### config.mk
export PLATFORM = sky130hd
export DESIGN_NAME = csr_unit_flat
export DESIGN_NICKNAME = d
export VERILOG_FILES = /design/src/rtl/csr_pkg.sv /design/src/rtl/csr_if.sv /design/src/rtl/csr_counter.sv /design/src/rtl/csr_unit.sv /design/src/flat_wrapper.sv
export SDC_FILE = /design/constraint.sdc
export NUM_CORES = 1
export LEC_CHECK = 0
export ABC_CLOCK_PERIOD_IN_PS = 4350
export CORE_MARGIN = 4
export CORE_UTILIZATION = 60
export CTS_BUF_LIST = sky130_fd_sc_hd__clkbuf_4
export DETAILED_ROUTE_END_ITERATION = 16
export DONT_BUFFER_PORTS = 1
export HOLD_SLACK_MARGIN = 0.15
export PLACE_DENSITY_LB_ADDON = 0.15
export SLEW_MARGIN = 5
export SYNTH_ARGS = -nofsm -noshare
export SYNTH_HDL_FRONTEND = slang
export SYNTH_SLANG_ARGS = --single-unit
### constraint.sdc
create_clock -name clk -period 4.35 [get_ports clk]
set_clock_uncertainty 0.05 [all_clocks]
set_input_delay 1.305 -clock clk [delete_from_list [all_inputs] [get_ports clk]]
set_output_delay 1.305 -clock clk [all_outputs]
set_load 0.02 [all_outputs]
### src/rtl/csr_pkg.sv
// Shared constants and helpers for the machine-mode CSR file.
package csr_pkg;

  localparam logic [11:0] ADDR_MCOUNTINHIBIT = 12'h320;
  localparam logic [11:0] ADDR_MCYCLE        = 12'hB00;
  localparam logic [11:0] ADDR_MCYCLEH       = 12'hB80;
  localparam logic [11:0] ADDR_MINSTRET      = 12'hB02;
  localparam logic [11:0] ADDR_MINSTRETH     = 12'hB82;
  localparam logic [11:0] ADDR_CYCLE         = 12'hC00;
  localparam logic [11:0] ADDR_CYCLEH        = 12'hC80;
  localparam logic [11:0] ADDR_INSTRET       = 12'hC02;
  localparam logic [11:0] ADDR_INSTRETH      = 12'hC82;

  localparam logic [5:0] SCRATCH_PAGE = 6'b011111;

  localparam int INH_CY = 0;
  localparam int INH_IR = 2;

  typedef enum logic [1:0] {
    OP_WRITE = 2'b00,
    OP_SET   = 2'b01,
    OP_CLEAR = 2'b10,
    OP_RSVD  = 2'b11
  } csr_op_e;

  function automatic logic [31:0] csr_apply(
    input csr_op_e     op,
    input logic [31:0] old,
    input logic [31:0] src
  );
    logic [31:0] res;
    unique case (1'b1)
      (op == OP_SET):   res = old | src;
      (op == OP_CLEAR): res = old & ~src;
      default:          res = src;
    endcase
    return res;
  endfunction

endpackage

### src/rtl/csr_if.sv
// Request/response bundle between execute stage and CSR file.
interface csr_if;

  logic        csr_valid;
  logic [11:0] csr_addr;
  logic        csr_rd_en;
  logic        csr_wr_en;
  logic [1:0]  csr_op;
  logic        csr_imm_sel;
  logic [31:0] rs1_data;
  logic [4:0]  zimm;
  logic        csr_rvalid;
  logic [31:0] csr_rdata;
  logic        csr_illegal;

  modport master (
    output csr_valid, csr_addr, csr_rd_en, csr_wr_en,
    output csr_op, csr_imm_sel, rs1_data, zimm,
    input  csr_rvalid, csr_rdata, csr_illegal
  );

  modport slave (
    input  csr_valid, csr_addr, csr_rd_en, csr_wr_en,
    input  csr_op, csr_imm_sel, rs1_data, zimm,
    output csr_rvalid, csr_rdata, csr_illegal
  );

endinterface

### src/rtl/csr_counter.sv
// Split lo/hi counter with per-half write strobes.
module csr_counter #(
  parameter int CNT_W = 64
) (
  input  logic             clk,
  input  logic             rst,
  input  logic             inc,
  input  logic             wr_lo,
  input  logic             wr_hi,
  input  logic [31:0]      wdata,
  output logic [CNT_W-1:0] value
);

  localparam int HW = CNT_W - 32;

  logic [31:0]   lo;
  logic [HW-1:0] hi;
  logic          carry;

  assign value = {hi, lo};
  assign carry = inc & (&lo);

  // A written half takes the data verbatim; carry dies on either write.
  always_ff @(posedge clk) begin
    if (rst) begin
      lo <= '0;
      hi <= '0;
    end else begin
      if (wr_lo)
        lo <= wdata;
      else if (inc)
        lo <= lo + 32'd1;
      if (wr_hi)
        hi <= wdata[HW-1:0];
      else if (carry && !wr_lo)
        hi <= hi + HW'(1);
    end
  end

endmodule

### src/rtl/csr_unit.sv
// Machine-mode CSR file: scratch bank, cycle/instret
// counters with inhibit, and read-only user shadows.
module csr_unit
  import csr_pkg::*;
#(
  parameter int NUM_SCRATCH = 4,
  parameter int CNT_W       = 64
) (
  input  logic  clk,
  input  logic  rst,
  input  logic  instr_retire,
  csr_if.slave  bus
);

  logic [31:0]      scratch [NUM_SCRATCH];
  logic             inh_cy;
  logic             inh_ir;
  logic [CNT_W-1:0] cyc;
  logic [CNT_W-1:0] ins;
  logic [63:0]      cyc64;
  logic [63:0]      ins64;

  logic [5:0]  idx;
  logic        scr_hit;
  logic        mapped;
  logic        ro;
  logic        illegal;
  logic        do_wr;
  logic [31:0] old;
  logic [31:0] src;
  logic [31:0] wdata;
  csr_op_e     op;

  logic cyc_wr_lo, cyc_wr_hi;
  logic ins_wr_lo, ins_wr_hi;

  assign cyc64 = 64'(cyc);
  assign ins64 = 64'(ins);
  assign op    = csr_op_e'(bus.csr_op);
  assign idx   = bus.csr_addr[5:0];

  assign scr_hit = (bus.csr_addr[11:6] == SCRATCH_PAGE)
                && ({1'b0, idx} < 7'(NUM_SCRATCH));

  always_comb begin
    old    = '0;
    mapped = 1'b0;
    if (scr_hit) begin
      mapped = 1'b1;
      for (int i = 0; i < NUM_SCRATCH; i++)
        if (idx == 6'(i))
          old = scratch[i];
    end else begin
      unique case (bus.csr_addr)
        ADDR_MCOUNTINHIBIT: begin
          mapped = 1'b1;
          old    = {29'b0, inh_ir, 1'b0, inh_cy};
        end
        ADDR_MCYCLE, ADDR_CYCLE: begin
          mapped = 1'b1;
          old    = cyc64[31:0];
        end
        ADDR_MCYCLEH, ADDR_CYCLEH: begin
          mapped = 1'b1;
          old    = cyc64[63:32];
        end
        ADDR_MINSTRET, ADDR_INSTRET: begin
          mapped = 1'b1;
          old    = ins64[31:0];
        end
        ADDR_MINSTRETH, ADDR_INSTRETH: begin
          mapped = 1'b1;
          old    = ins64[63:32];
        end
        default: ;
      endcase
    end
  end

  assign ro  = (bus.csr_addr[11:10] == 2'b11);
  assign src = bus.csr_imm_sel ? {27'b0, bus.zimm}
                               : bus.rs1_data;

  assign illegal = bus.csr_valid
                 & (~mapped
                 | (op == OP_RSVD)
                 | (bus.csr_wr_en & ro));

  assign do_wr = bus.csr_valid & bus.csr_wr_en
               & ~illegal & ~rst;
  assign wdata = csr_apply(op, old, src);

  assign cyc_wr_lo = do_wr & (bus.csr_addr == ADDR_MCYCLE);
  assign cyc_wr_hi = do_wr & (bus.csr_addr == ADDR_MCYCLEH);
  assign ins_wr_lo = do_wr & (bus.csr_addr == ADDR_MINSTRET);
  assign ins_wr_hi = do_wr & (bus.csr_addr == ADDR_MINSTRETH);

  csr_counter #(.CNT_W(CNT_W)) u_cycle (
    .clk   (clk),
    .rst   (rst),
    .inc   (~inh_cy),
    .wr_lo (cyc_wr_lo),
    .wr_hi (cyc_wr_hi),
    .wdata (wdata),
    .value (cyc)
  );

  csr_counter #(.CNT_W(CNT_W)) u_instret (
    .clk   (clk),
    .rst   (rst),
    .inc   (instr_retire & ~inh_ir),
    .wr_lo (ins_wr_lo),
    .wr_hi (ins_wr_hi),
    .wdata (wdata),
    .value (ins)
  );

  always_ff @(posedge clk) begin
    if (rst) begin
      inh_cy          <= 1'b0;
      inh_ir          <= 1'b0;
      bus.csr_rvalid  <= 1'b0;
      bus.csr_rdata   <= '0;
      bus.csr_illegal <= 1'b0;
      for (int i = 0; i < NUM_SCRATCH; i++)
        scratch[i] <= '0;
    end else begin
      if (do_wr && bus.csr_addr == ADDR_MCOUNTINHIBIT) begin
        inh_cy <= wdata[INH_CY];
        inh_ir <= wdata[INH_IR];
      end
      for (int i = 0; i < NUM_SCRATCH; i++)
        if (do_wr && scr_hit && idx == 6'(i))
          scratch[i] <= wdata;
      bus.csr_rvalid  <= bus.csr_valid;
      bus.csr_rdata   <= (bus.csr_valid && bus.csr_rd_en
                         && !illegal) ? old : '0;
      bus.csr_illegal <= illegal;
    end
  end

endmodule

### src/flat_wrapper.sv
// flat-port wrapper written by rule: the top's interface ports become plain ports
module csr_unit_flat import csr_pkg::*;
#(
  parameter int NUM_SCRATCH = 4,
  parameter int CNT_W       = 64
)
  (clk, rst, instr_retire, bus_csr_valid, bus_csr_addr, bus_csr_rd_en, bus_csr_wr_en, bus_csr_op, bus_csr_imm_sel, bus_rs1_data, bus_zimm, bus_csr_rvalid, bus_csr_rdata, bus_csr_illegal);
  csr_if bus_i ();
  input  logic clk;
  input  logic rst;
  input  logic instr_retire;
  input wire logic [$bits(bus_i.csr_valid)-1:0] bus_csr_valid;
  input wire logic [$bits(bus_i.csr_addr)-1:0] bus_csr_addr;
  input wire logic [$bits(bus_i.csr_rd_en)-1:0] bus_csr_rd_en;
  input wire logic [$bits(bus_i.csr_wr_en)-1:0] bus_csr_wr_en;
  input wire logic [$bits(bus_i.csr_op)-1:0] bus_csr_op;
  input wire logic [$bits(bus_i.csr_imm_sel)-1:0] bus_csr_imm_sel;
  input wire logic [$bits(bus_i.rs1_data)-1:0] bus_rs1_data;
  input wire logic [$bits(bus_i.zimm)-1:0] bus_zimm;
  output wire logic [$bits(bus_i.csr_rvalid)-1:0] bus_csr_rvalid;
  output wire logic [$bits(bus_i.csr_rdata)-1:0] bus_csr_rdata;
  output wire logic [$bits(bus_i.csr_illegal)-1:0] bus_csr_illegal;
  assign bus_i.csr_valid = bus_csr_valid;
  assign bus_i.csr_addr = bus_csr_addr;
  assign bus_i.csr_rd_en = bus_csr_rd_en;
  assign bus_i.csr_wr_en = bus_csr_wr_en;
  assign bus_i.csr_op = bus_csr_op;
  assign bus_i.csr_imm_sel = bus_csr_imm_sel;
  assign bus_i.rs1_data = bus_rs1_data;
  assign bus_i.zimm = bus_zimm;
  assign bus_csr_rvalid = bus_i.csr_rvalid;
  assign bus_csr_rdata = bus_i.csr_rdata;
  assign bus_csr_illegal = bus_i.csr_illegal;
  csr_unit #(.NUM_SCRATCH(NUM_SCRATCH), .CNT_W(CNT_W)) u_core (.clk(clk), .rst(rst), .instr_retire(instr_retire), .bus(bus_i));
endmodule
== Word-level counts from Yosys, hierarchy flattened ==
Memories as Yosys holds them, arrays and structs flattened.
Index checks and enable logic that the tools add are counted.
Word-level totals
  bits in registers: 164
  bits in latches: 0
  RAM bits: 128
  ROM bits: 0
  output and inout bits: 34
  logic and storage cells: 122
  memories: 1
Memories
  u_core.scratch: words 4, bits a word 32, rd ports 4, clocked after Yosys merged registers in 0, wr ports 4, line csr_unit.sv:15  | logic [31:0] scratch [NUM_SCRATCH];
Cells by class
  add/subtract/negate cells: 4
  multiply operators: 0
  divide/modulo/power cells: 0
  magnitude comparators: 1
  equality and inequality tests: 18
  shift-type cells: 0
  multiplexer cells: 36
  bitwise logic cells: 27
  reductions and logical operators: 26
Operators by type and width (number)
  32-bit two-way mux: 18
  32-bit case mux with 5 select lines: 1
  32-bit by 1-bit adder with 32-bit output (second input constant): 4
  12-bit equality test (second input constant): 8
  32-bit case mux with 2 select lines: 1
  32-bit AND reduction: 2
  32-bit bitwise AND: 1
  32-bit NOT: 1
  32-bit bitwise OR: 1
  1-bit two-way mux: 16
  1-bit bitwise AND: 12
  12-bit by 10-bit equality test with 1-bit output (second input constant): 1
  6-bit by 2-bit equality test with 1-bit output (second input constant): 2
  1-bit logical AND: 11
  2-bit OR reduction: 5
  9-bit OR reduction: 1
  2-bit equality test (second input constant): 3
  6-bit by 1-bit equality test with 1-bit output (second input constant): 1
  6-bit by 5-bit equality test with 1-bit output (second input constant): 1
  6-bit logical NOT: 1
  6-bit by 3-bit less-than comparator with 1-bit output (second input constant): 1
  1-bit NOT: 6
  1-bit bitwise OR: 6
  2-bit nonzero test: 3
  3 further kinds: 5

== Depth between registers and ports, before layout ==
  depth in word-level cells: 17
  depth in mapped cells: 10
  depth with buffers taken out: 8

== Cells and area by module ==
Synthesis repeated with hierarchy kept, for this count alone.
Second synthesis, totals
  cells, all modules: 1793
  area total of the unflattened synthesis: 16218.1 um2
Modules (own cells, without submodules)
  csr_unit: times used 1, cells an instance 881, area an instance 8800.9 um2, seq. area each 4564.4 um2
  csr_counter (u_core.u_cycle): times used 1, cells an instance 474, area an instance 3846.2 um2, seq. area each 1281.2 um2
  csr_counter (u_core.u_instret): times used 1, cells an instance 438, area an instance 3570.9 um2, seq. area each 1281.2 um2

== Worst setup path before layout ==
Ideal clock, no wire load.
  path kind: input port to flip-flop
  start: input port bus_csr_addr[0]
  end: memory u_core.scratch[1][0] (enable)
  setup time: 0.389 ns
  arrival: 3.969 ns
  setup slack: -0.058 ns
  stages on the path: 10
  buffers on the path: 4
  path through: buf_2 -> or4b_1 -> o22ai_1 -> a22o_1 -> buf_4 -> nand4_1 -> or3_1 -> buf_2 -> buf_6 -> nand2_1
RTL lines
  from (decl): line flat_wrapper.sv:13  | input wire logic [$bits(bus_i.csr_addr)-1:0] bus_csr_addr;
  to (decl): line csr_unit.sv:15

== Worst setup path in the final report ==
  start: input port bus_csr_addr[1]
  end: register u_core.bus.csr_rdata[12]
Between the ends
  cells in the longest elaborated chain, start to end: 12
RTL lines
  12-bit equality test / 12-bit by 10-bit equality test with 1-bit output (equally long branches): line csr_unit.sv:54  | unique case (bus.csr_addr)
  9-bit OR reduction (no source line)
  1-bit two-way mux: line csr_unit.sv:54
  1-bit two-way mux: line csr_unit.sv:48  | if (scr_hit) begin
  1-bit NOT: line csr_unit.sv:85  | & (~mapped
  1-bit bitwise OR: line csr_unit.sv:86  | | (op == OP_RSVD)
  1-bit bitwise OR: line csr_unit.sv:87  | | (bus.csr_wr_en & ro));
  1-bit bitwise AND: line csr_unit.sv:85
  1-bit logical NOT: line csr_unit.sv:137  | && !illegal) ? old : '0;
  1-bit logical AND: line csr_unit.sv:137
  1-bit NOT (no source line)
  2-bit OR reduction (no source line)
  to (signal assigned): line csr_unit.sv:136  | bus.csr_rdata <= (bus.csr_valid && bus.csr_rd_en
  to (decl): line csr_if.sv:25  | output csr_rvalid, csr_rdata, csr_illegal
Several ways; a longest one is shown, not always the timed one.
A chain may end at the register's enable or synchronous reset.

==> metrics.txt <==
global-route wire length before repair approximately 92000 µm; fraction of power spent switching nets between 20% and 30%; average footprint of a synthesized cell around 9 µm²; combined flip-flop and latch cell area slightly above 7000 µm²; summed area of non-filler cells in the final layout roughly 18000 µm²; leading cell type in the layout, fill and taps excluded sky130_fd_sc_hd__nor2_1; Routed WL 61790 µm; final worst setup slack around 930 ps; final weighted congestion in routability-driven placement about 1; CP cell instances or4b_1, o22ai_1, a22o_1, buf_4, nand3_2, buf_4, a21oi_1; post-route ant nets 0; Hold Crit Class register to register; global-route usage over all layers 39.07%; required arrival time at the worst endpoint a little under 5000 ps; Initial DRC Count about 2800; worst slack after detailed placement about 300 ps; share of the cycle needed by the critical path after routing 78.71%; number of maximum-capacitance constraint violations 0; Die H 175.7 µm; Final Hold Slack just under 500 ps; drt via density approximately 7; IR drop worst, VDD 0.2794 mV; static leakage 5.730 nW; total negative slack 0 ps; register bit count reported by yosys 292; TritonCTS Buffers 78; Placeable Area about 28000 µm²; commonest cells after routing, fill and taps aside sky130_fd_sc_hd__nor2_1, sky130_fd_sc_hd__dfxtp_1, sky130_fd_sc_hd__edfxtp_1, sky130_fd_sc_hd__clkbuf_4; Congestion Overflow GR 0; final hold violation count 0; Post-Synthesis Cell Area 16880 µm²; crit-path most repeated cell sky130_fd_sc_hd__buf_4; Via Count approximately 16000; buffers inserted by post-CTS timing repair 0; async set-or-reset flop fraction in the synthesized netlist 0%; portion of total power attributed to sequential cells 49.5%; Slew Limit Fails 0; effective utilization at floorplan a little over 60%; Placement Rows 61; nets in the synthesized netlist 1908; horizontal die dimension about 180 µm; Worst Path Arrival between 3000 and 4000 ps; placed inst area around 17000 µm²; iteration count of the initial detailed-routing pass 6; number of filler instances in the final layout approximately 2300; Clock Pin Slew Worst Setup and Hold Paths ~60 ps; detailed-placement wirelength estimate 42660 µm; measured slew at the worst slew-check pin between 1000 and 1500 ps; largest incremental delay on the critical path between 500 and 600 ps; main flop type after synthesis sky130_fd_sc_hd__dfxtp_1; Total Power approximately 5.9 mW; highest clock rate ~290 MHz; share of layout cells above drive strength 1 between 10 and 15%; clock buffer depth 3; Post-Synthesis Cells approximately 1800; net count of the finished layout about 1900; area delta synth->final 8.548%; count of input and output buffers 0; Gates resized, CTS repair 0; pin count of the biggest net entering global routing between 100 and 150; power share of the clock group a little over two fifths; crit path capture type register; internal cell power between 4 and 5 mW; clk sink count between 200 and 300; Synth Warn # 0; later-pin clock latency in the skew report 750 ps; RSZ-0062 raised after global routing false; Post-synth EDFFs ~130; vias in the first global route around 15000; post-synthesis sequential area ratio between 40 and 50%; maximum level of the CTS H-tree 3; critical path class input port to register; antenna violations before repair 3; maximum net fanout on the critical path roughly 110; total net switching power 1.564 mW; worst-path cell with the longest stage delay sky130_fd_sc_hd__or4b_1; setup-violating endpoint count in the final report 0; proportion of power drawn by combinational gates just under 8%; hold_buf cts 0; library cells used by synthesis roughly 80; Placed Instances 2141; slew margin rel. 29.35%; final critical-path required period between 3000 and 4000 ps; fin cells between 2000 and 2500; outcome completed; total I/O pin count 92; critical path launch point type input port; power density of the placed cells about 320 nW/µm²; final core area utilization approximately two thirds; average detailed-routed wire length per instance around 27 µm; post-detailed-route DRC marker count 0; Clock Tree Root sky130_fd_sc_hd__clkbuf_4; area of the multi-input gates around 9000 µm²; die footprint slightly above 30000 µm²; TritonCTS clock tree built
## synthesized netlist by cell type (all sizes together), types with 37 or more instances
cell    instances  area share, %
a21o           37            1.6
nor2          238            5.4
clkbuf         88            2.0
o21ai          62            1.8
dfxtp         164             19
buf            62            2.0
mux2i          58            3.4
xnor2          96            5.0
nand3          81            2.4
edfxtp        128             23
nand4          61            2.3
a211oi        110            4.9
a21oi         110            3.3
nand2          89            2.0
## registers in the layout, indices dropped and copies added (netlist names)
name                    cells
u_core.u_instret.lo        32
u_core.bus.csr_rdata       32
u_core.u_cycle.hi          32
u_core.inh_ir               1
u_core.inh_cy               1
u_core.bus.csr_illegal      1
u_core.u_cycle.lo          32
u_core.bus.csr_rvalid       1
u_core.scratch            128
u_core.u_instret.hi        32
## layer usage
metal  part of all wire (%)  global-route usage, %  wire (µm)
met5                  0.026                      0         16
met4                    7.0                  22.35       4323
met3                     13                  10.65       8073
met2                     43                  58.26      26440
met1                     37                  51.42      22940
## critical path, delay by kind of cell
kind	cells	cell delay [ps]
buffers and inverters	2	770
AO/OA/AOI/OAI	3	1060
AND/OR/NAND/NOR	2	670
## power by group through the flow
stage | clock (mW) | sequential (mW) | combinational, mW
5_1_grt | 2.69 | 2.95 | 0.486
3_5_place_dp | 0 | 3.01 | 0.447
2_1_floorplan | 0 | 3.00 | 0.322
3_3_place_gp | 0 | 3.00 | 0.444
4_1_cts | 2.55 | 2.94 | 0.450
6_report | 2.53 | 2.95 | 0.466
## final timing paths
kind | startpoint | endpoint | slack (ps) | cells past startpoint
worst min register to register | u_core.inh_ir | u_core.inh_ir | 490 | 2
worst min-delay path | u_core.inh_ir | u_core.inh_ir | 490 | 2
worst max register to register | u_core.u_instret.lo[1] | u_core.u_instret.hi[5] | 1250 | 7
worst max-delay path | bus_csr_addr[1] | u_core.bus.csr_rdata[12] | 930 | 7
## final cells by class
type,instances,area share (%)
Multi-Input combinational cell,1377,49.21
Sequential cell,292,38.90
Clock buffer,112,4.590
Timing Repair Buffer,70,3.278
Tap cell,378,2.582
Clock inverter,26,0.9152
Inverter,24,0.4918
Antenna cell,2,0.02732
## kinds of logic (layout without fill, tap and decap cells)
group / Yosys count / after routing / share of synthesized area, %
simple gates: 684 / 684 / 20.78
compound gates: 488 / 488 / 19.92
flops: 292 / 292 / 42.23
buf+inv: 174 / 232 / 4.530
xor+xnor: 110 / 110 / 5.709
mux: 88 / 88 / 6.309
fa+ha+maj: 7 / 7 / 0.5190
other cells: 0 / 2 / 0
No activity file was read; power rests on OpenSTA's default activity.
